File: src/rtl/sram_arb.sv
// sram_arb: round-robin arbiter between two SRAM requesters and one
// sram_top command port. Read data is steered back to the issuing
// requester through an in-order tag FIFO.
// Optional feature macro: SRAM_ARB_BURST_EN (burst grouping, up to
// MAX_BURST accepted transfers per grant while the other side waits).
module sram_arb #(
  parameter int RD_FIFO_DEPTH = 4,
  parameter int MAX_BURST     = 8
) (
  input  logic        clk,
  input  logic        reset,
  input  logic        m0_req,
  output logic        m0_ready,
  input  logic        m0_rd,
  input  logic [17:0] m0_addr,
  input  logic [1:0]  m0_be,
  input  logic [15:0] m0_wr_data,
  output logic        m0_rd_data_vld,
  output logic [15:0] m0_rd_data,
  input  logic        m1_req,
  output logic        m1_ready,
  input  logic        m1_rd,
  input  logic [17:0] m1_addr,
  input  logic [1:0]  m1_be,
  input  logic [15:0] m1_wr_data,
  output logic        m1_rd_data_vld,
  output logic [15:0] m1_rd_data,
  output logic        sram_req,
  input  logic        sram_ready,
  output logic        sram_rd,
  output logic [17:0] sram_addr,
  output logic [1:0]  sram_be,
  output logic [15:0] sram_wr_data,
  input  logic        sram_rd_data_vld,
  input  logic [15:0] sram_rd_data,
  output logic        rd_err
);

  localparam int PW = $clog2(RD_FIFO_DEPTH);
  localparam int CW = PW + 1;
  localparam logic [CW-1:0] FIFO_FULL_CNT = CW'(RD_FIFO_DEPTH);

  if (RD_FIFO_DEPTH < 2 || (RD_FIFO_DEPTH & (RD_FIFO_DEPTH - 1)) != 0) begin : g_bad_depth
    $error("sram_arb: RD_FIFO_DEPTH must be a power of 2 and at least 2");
  end
  if (MAX_BURST < 1) begin : g_bad_burst
    $error("sram_arb: MAX_BURST must be at least 1");
  end

  typedef enum logic [1:0] {
    IDLE = 2'd0,
    OWN0 = 2'd1,
    OWN1 = 2'd2
  } state_t;

  // Fair choice between requesters; 'last' loses a tie.
  function automatic state_t rr_pick(input logic last, input logic r0, input logic r1);
    state_t s;
    s = IDLE;
    if (r0 && r1) s = last ? OWN0 : OWN1;
    else if (r0)  s = OWN0;
    else if (r1)  s = OWN1;
    return s;
  endfunction

  state_t          state_q, state_d;
  logic            last_q, last_d;
  logic [CW-1:0]   cnt_q, cnt_d;
  logic [PW-1:0]   wptr_q, wptr_d;
  logic [PW-1:0]   rptr_q, rptr_d;
  logic [RD_FIFO_DEPTH-1:0] tag_q, tag_d;
  logic            rd_err_q, rd_err_d;

  logic own_id, own_req, oth_req, own_rd;
  logic fifo_full, fifo_empty, blk;
  logic accept, push, pop, head_tag;
  logic hand_ok;

  assign own_id     = (state_q == OWN1);
  assign own_req    = own_id ? m1_req : m0_req;
  assign oth_req    = own_id ? m0_req : m1_req;
  assign own_rd     = own_id ? m1_rd  : m0_rd;
  assign fifo_full  = (cnt_q == FIFO_FULL_CNT);
  assign fifo_empty = (cnt_q == '0);
  // A read cannot be issued without a free tag slot; writes always pass.
  assign blk        = own_rd && fifo_full;
  assign accept     = sram_req && sram_ready;
  assign push       = accept && sram_rd;
  assign pop        = sram_rd_data_vld && !fifo_empty;
  assign head_tag   = tag_q[rptr_q];

`ifdef SRAM_ARB_BURST_EN
  localparam int BW = $clog2(MAX_BURST + 1);
  localparam logic [BW-1:0] BURST_LAST = BW'(MAX_BURST - 1);
  localparam logic [BW-1:0] BURST_MAX  = BW'(MAX_BURST);
  logic [BW-1:0] bcnt_q, bcnt_d;

  // The owner yields only once this accept completes its burst.
  assign hand_ok = (bcnt_q >= BURST_LAST);

  // Burst counter: clears on any grant change, saturates otherwise.
  always_comb begin
    bcnt_d = bcnt_q;
    if (state_d != state_q)                   bcnt_d = '0;
    else if (accept && bcnt_q != BURST_MAX)   bcnt_d = bcnt_q + BW'(1);
  end

  // Burst counter register.
  always_ff @(posedge clk or posedge reset) begin
    if (reset) bcnt_q <= '0;
    else       bcnt_q <= bcnt_d;
  end
`else
  assign hand_ok = 1'b1;
`endif

  // FSM state register and round-robin pointer.
  always_ff @(posedge clk or posedge reset) begin
    if (reset) begin
      state_q <= IDLE;
      last_q  <= 1'b1;
    end else begin
      state_q <= state_d;
      last_q  <= last_d;
    end
  end

  // Next grant: hold while a command is pending, hand over after an accept.
  always_comb begin
    state_d = state_q;
    last_d  = last_q;
    case (state_q)
      IDLE: state_d = rr_pick(last_q, m0_req, m1_req);
      OWN0, OWN1: begin
        if (accept) begin
          last_d = own_id;
          if (oth_req && hand_ok) state_d = own_id ? OWN0 : OWN1;
          else if (!own_req)      state_d = IDLE;
        end else if (!own_req) begin
          last_d  = own_id;
          state_d = rr_pick(own_id, m0_req, m1_req);
        end
      end
      default: state_d = IDLE;
    endcase
  end

  // Command mux: forward the owner's fields, zero everything in IDLE.
  always_comb begin
    sram_req     = 1'b0;
    sram_rd      = 1'b0;
    sram_addr    = '0;
    sram_be      = '0;
    sram_wr_data = '0;
    m0_ready     = 1'b0;
    m1_ready     = 1'b0;
    case (state_q)
      OWN0: begin
        sram_req     = m0_req && !blk;
        m0_ready     = sram_ready && !blk;
        sram_rd      = m0_rd;
        sram_addr    = m0_addr;
        sram_be      = m0_be;
        sram_wr_data = m0_wr_data;
      end
      OWN1: begin
        sram_req     = m1_req && !blk;
        m1_ready     = sram_ready && !blk;
        sram_rd      = m1_rd;
        sram_addr    = m1_addr;
        sram_be      = m1_be;
        sram_wr_data = m1_wr_data;
      end
      default: ;
    endcase
  end

  // Tag FIFO bookkeeping and sticky error on a return with nothing queued.
  always_comb begin
    cnt_d    = cnt_q;
    wptr_d   = wptr_q;
    rptr_d   = rptr_q;
    tag_d    = tag_q;
    rd_err_d = rd_err_q;
    if (push) begin
      tag_d[wptr_q] = own_id;
      wptr_d        = wptr_q + PW'(1);
    end
    if (pop) rptr_d = rptr_q + PW'(1);
    if (push && !pop)      cnt_d = cnt_q + CW'(1);
    else if (!push && pop) cnt_d = cnt_q - CW'(1);
    if (sram_rd_data_vld && fifo_empty) rd_err_d = 1'b1;
  end

  // Tag FIFO control registers.
  always_ff @(posedge clk or posedge reset) begin
    if (reset) begin
      cnt_q    <= '0;
      wptr_q   <= '0;
      rptr_q   <= '0;
      rd_err_q <= 1'b0;
    end else begin
      cnt_q    <= cnt_d;
      wptr_q   <= wptr_d;
      rptr_q   <= rptr_d;
      rd_err_q <= rd_err_d;
    end
  end

  // Tag storage; contents are only meaningful below the count.
  always_ff @(posedge clk) begin
    tag_q <= tag_d;
  end

  assign m0_rd_data_vld = pop && !head_tag;
  assign m1_rd_data_vld = pop &&  head_tag;
  assign m0_rd_data     = sram_rd_data;
  assign m1_rd_data     = sram_rd_data;
  assign rd_err         = rd_err_q;

endmodule

File: config.mk
export PLATFORM = sky130hd
export DESIGN_NAME = sram_arb
export DESIGN_NICKNAME = d
export VERILOG_FILES = /design/src/rtl/sram_arb.sv
export SDC_FILE = /design/constraint.sdc
export NUM_CORES = 1
export LEC_CHECK = 0
export BUFFER_PORTS_ARGS = -buffer_cell sky130_fd_sc_hd__buf_2
export CORE_AREA = 3 3 97 62
export DETAILED_ROUTE_END_ITERATION = 8
export DIE_AREA = 0 0 100 65
export HOLD_SLACK_MARGIN = 0.05
export PLACE_DENSITY = 0.74
export RECOVER_POWER = 100
export SYNTH_ARGS = -nofsm -noshare
export SYNTH_HDL_FRONTEND = slang
export SYNTH_SLANG_ARGS = --single-unit
File: constraint.sdc
create_clock -name clk -period 2.6 [get_ports clk]
set_clock_uncertainty 0.2 [all_clocks]
set_input_delay 0.52 -clock clk [delete_from_list [all_inputs] [get_ports clk]]
set_output_delay 0.52 -clock clk [all_outputs]
set_load 0.01 [all_outputs]
# After elaboration in Yosys (flattened, before gate mapping)
# Index checks and enable logic that the tools add are counted.
# word_totals
register_bits,15
in_bits,96
elab_cells,75
# op_classes
addsub,4
magnitude_cmp,3
n_eq_ne,6
n_mux,30
n_reduce_logical,25
# op_table
op,n
case mux 18 bit (2 select lines),1
case mux 16 bit (2 select lines),1
2-to-1 mux 2 bit,10
logical AND 1 bit,14
2-to-1 mux 1 bit,9
case mux 2 bit (2 select lines),2
< comparator 2 x 3 -> 1 bit (second input constant),2
2-to-1 mux 3 bit,2
!= test 3 bit (second input constant),2
zero test 1 bit,5
adder 2 x 1 -> 2 bit (second input constant),2
bitwise mux 4 bit,1
case mux 1 bit (2 select lines),2
AND reduction 2 bit,2
adder 3 x 1 -> 3 bit (second input constant),1
== test 3 bit (second input constant),1
zero test 3 bit,1
subtractor 3 x 1 -> 3 bit (second input constant),1
binary-select mux 1 bit (select 2 bit),1
demux 1 bit (select 2 bit),1
== test 2 x 1 -> 1 bit (second input constant),1
== test 2 bit (second input constant),1
>= comparator 2 x 1 -> 1 bit (second input constant),1
zero test 2 bit,1
3 further kinds,3

# Depth between registers and ports, before layout
# depth
word_depth,12
depth_mapped,11
depth_no_buf,11

# Least setup slack after synthesis
# Ideal clock, no wire load.
# synth_path
kind,flip-flop to flip-flop
start,register state_q[0]
end,register cnt_q[2]
setup_time_ns,0.079
arrival_ns,2.617
setup_slack_ns,-0.297
stages_incl_launch_ff,12
path_buffers,0
path_cell_list,dfrtp_1 -> inv_1 -> ha_1 -> mux2_4 -> a21boi_4 -> nor3b_4 -> ha_1 -> inv_1 -> fa_1 -> xor2_1 -> nor2_1 -> xor2_1
# synth_between
elab_chain_len,11
word_cells_on_any_way,16
classes_between,eq/ne (2); mux (4); reduce/logical (10)
# synth_lines
item,line,source
"start, declared",66,"state_t state_q, state_d;"
"start signal, assigned",123,state_q <= state_d;
== test 2 bit (*),79,assign own_id = (state_q == OWN1);
named net own_id,74,"logic own_id, own_req, oth_req, own_rd;"
2-to-1 mux 1 bit,82,assign own_rd = own_id ? m1_rd : m0_rd;
logical AND 1 bit,86,assign blk = own_rd && fifo_full;
zero test 1 bit,"159, 167",
logical AND 1 bit (on tied branches),"167, 159",
case mux 1 bit (2 select lines),157,case (state_q)
logical AND 1 bit,87,assign accept = sram_req && sram_ready;
logical AND 1 bit (*),88,assign push = accept && sram_rd;
named net push,76,"logic accept, push, pop, head_tag;"
zero test 1 bit,191,else if (!push && pop) cnt_d = cnt_q - CW'(1);
logical AND 1 bit,191,
nonzero test 2 bit (no source line),-,
"end signal, assigned",203,cnt_q <= cnt_d;
"end, declared",68,"logic [CW-1:0] cnt_q, cnt_d;"
# The timed path passes the listed nets; every way through them passes the cells marked *.
# A chain may end at the register's enable or synchronous reset.

# Final worst setup path
# Same ends and word-level chain as after synthesis.

==> metrics.md <==
| Metric | Value |
|---|---|
| Final Hold Viols | `0` |
| # rows | `20` |
| Number of CTS-inserted buffers | `3` |
| GRT Overall Usage | `approximately 15%` |
| Reg2Reg Setup Slack | `-7 ps` |
| Failing checks | `negative setup slack` |
| Hold Crit Class | `input pin to asynchronous set/reset pin` |
| Sw power | `1.05 mW` |
| Peak supply drop | `0.526 mV` |
| Detailed Route Iter0 Violations | `70` |
| Share of power burned in registers | `19.9%` |
| Slew @ Worst Pin | `about 490 ps` |
| Ys async rst share | `roughly three quarters` |
| Synth Register Bits | `15` |
| Grt ovf | `0` |
| Number of maximum-capacitance violations | `0` |
| Mean area per synthesized cell | `a little over 8 µm²` |
| Synth warnings | `0` |
| Critical-path top delay cell | `dfrtp_1` |
| Switching share of power | `roughly 48%` |
| Cell variety after synth | `34` |
| Final Cell Area | `0.00228 mm²` |
| CTS tree | `built` |
| Chip height | `approximately 65 µm` |
| Unrepaired setup endpoints after global routing | `yes` |
| DIE AREA | `0.00650 mm²` |
| Worst path cell trace | `inv_2 -> ha_4 -> mux2_4 -> a21boi_4 -> nor3b_4 -> ha_2 -> inv_2 -> fa_2 -> xor2_1 -> nor2_1 -> xor2_1` |
| Skew-Pair Late Insertion Delay | `about 250 ps` |
| Placed cells | `around 360` |
| Detailed placement HPWL | `4120 µm` |
| Crit share post-route | `100%` |
| Worst Setup Start Kind | `flop` |
| Gpl congestion | `just over 0.8` |
| DRC | `0` |
| Fin. max-slew vios | `0` |
| Synthesized instance count | `202` |
| Fmax | `0.384 GHz` |
| DRT Pass-1 Iters | `4` |
| Clk slew on worst S/H paths | `approximately 70 ps` |
| Worst Path Buf+Inv | `2` |
| Post-layout nets | `~410` |
| Largest net degree at the start of global routing | `43` |
| Initial antenna violation count | `0` |
| Synth Net Count | `about 300` |
| Relative slew slack | `about two thirds` |
| # hold bufs at CTS | `0` |
| CTS root buf | `clkbuf_8` |
| Crit path max-delay family | `adder cells` |
| Post-synthesis sequential area ratio | `between 20% and 30%` |
| Clk pwr share | `9.0%` |
| Pwr per Cell Area | `about 960 mW/mm²` |
| Antenna-violating nets left | `0` |
| Longest Clk Path Bufs | `2` |
| Layout cells sized above 1 | `around half` |
| Placeable core area | `0.00508 mm²` |
| Worst Path Max Fanout | `3` |
| Final number of setup-violating endpoints | `1` |
| Vias per inst | `about 4.7` |
| I/O Buffers | `between 100 and 150` |
| Area after DPL | `roughly 0.0022 mm²` |
| Layout Cells excl Fill | `approximately 370` |
| Critical path arrival | `~2600 ps` |
| IO Count | `around 170` |
| P&R area growth vs syn | `35.7%` |
| P_leak | `approximately 1.2 nW` |
| DR vias | `approximately 1.7k` |
| First-pass GRT wire length | `approximately 7800 µm` |
| WL final | `between 5000 and 6000 µm` |
| Main synth FF type | `dfrtp_1` |
| Logic pwr share | `71.1%` |
| Die Width | `100 µm` |
| Post-Syn Area | `about 0.0017 mm²` |
| Tmin final | `around 2600 ps` |
| Worst Path Required | `2580 ps` |
| Status | `finished, violations left` |
| Antenna diode count | `0` |
| Setup CP Type | `flop to flop` |
| Number of enable flip-flop cells after synthesis | `4` |
| Clk sinks | `15` |
| Endpoint type of the worst setup path | `flop` |
| Internal power | `~1.1 mW` |
| Initial Util | `~33%` |
| Slowest stage delay, CP | `approximately 400 ps` |
| Post-route setup slack | `-6.80 ps` |
| H-tree depth | `1` |
| Vias in the first global route | `1,598` |
| Drt wl/cell | `approximately 14 µm` |
[cell usage in the layout (no fill, tap or decap), types with 2 or more instances in the layout]
master,count
inv_1,7
buf_6,2
xor2_1,3
and2_1,6
nor2_1,40
nand2b_1,2
nand3_1,2
o211ai_1,3
buf_4,11
nor3b_4,2
nand2_1,3
buf_2,121
a22oi_1,38
edfxtp_1,4
inv_2,3
dfrtp_1,9
clkbuf_8,3
a21o_1,3
xnor2_1,3
mux2_1,2
mux2_4,2
o21ai_1,3
a21oi_1,2
ha_1,8
[timing repair]
item                                    in CTS  in global routing
gates resized for setup                      0                  3
pin swaps                                    2                  1
endpoints found under the setup margin       2                 40
setup buffers                                4                  1
[through the flow]
step           worst slack [ps]  setup TNS, ps  power [mW]  utilization (%)  hold slack, ps
6_report                  -6.80          -6.80        2.19             44.9            74.4
5_1_grt                    -145           -159        2.40             44.9             110
4_1_cts                   -14.7          -14.7        2.20             44.9            89.6
3_5_place_dp              -83.7          -83.7        1.98             43.4             240
3_3_place_gp               25.9              0        1.94             43.4             233
2_1_floorplan              -179           -317        1.46                -             172
[layout make-up]
cell class	count	area [µm²]
inverters	10	37.5
multi-input cells	134	982
repair buffers	136	734
flip-flops and latches	15	398
well taps	66	82.6
clock buffers	3	41.3
fillers	519	2800
clock inverters	1	5.00
[power by group through the flow]
stage               logic (mW)  clock network, mW  registers, mW
floorplan                 1.03                  0          0.426
global placement          1.51                  0          0.432
detailed placement        1.54                  0          0.440
CTS                       1.56              0.202          0.435
global route              1.74              0.213          0.450
finish                    1.56              0.198          0.435
[per-layer routing]
layer / wire length (µm) / track usage [%]
met3: 476 / 4.19
met2: 2430 / 23.9
met4: 16 / 2.52
met1: 2330 / 20.5
met5: 0 / 0
[final timing paths]
check                      depth (start not counted)  startpoint          to
max                                               11  state_q[0]    cnt_q[2]
min                                                2       reset  state_q[1]
max reg2reg                                       11  state_q[0]    cnt_q[2]
min reg2reg                                        1      rd_err      rd_err
max in group asynchronous                          2       reset  state_q[1]
min in group clk                                   1      rd_err      rd_err
[state kept, by name (all words and copies together), names as in the netlist]
register / cells
wptr_q: 2
cnt_q: 3
tag_q: 4
rd_err: 1
rptr_q: 2
last_q: 1
state_q: 2
[cell usage after synthesis, types with 4 or more instances]
cell type,n,area [µm²]
edfxtp_1,4,120
inv_1,9,33.8
dfrtp_1,10,250
buf_4,32,240
buf_1,4,15.0
ha_1,10,125
and2_1,6,37.5
clkbuf_1,7,26.3
nor2_1,40,150
a22oi_1,38,285
[cell families after synthesis]
kind of cell | synth area share, %
AND/OR/NAND/NOR | 16.5
flip-flops | 23.6
multiplexers | 5.73
XOR/XNOR | 3.13
buffers and inverters | 19.0
AO/OA/AOI/OAI | 23.4
adder cells (fa/ha/maj) | 8.64
Power figures use the tool's default switching activity.
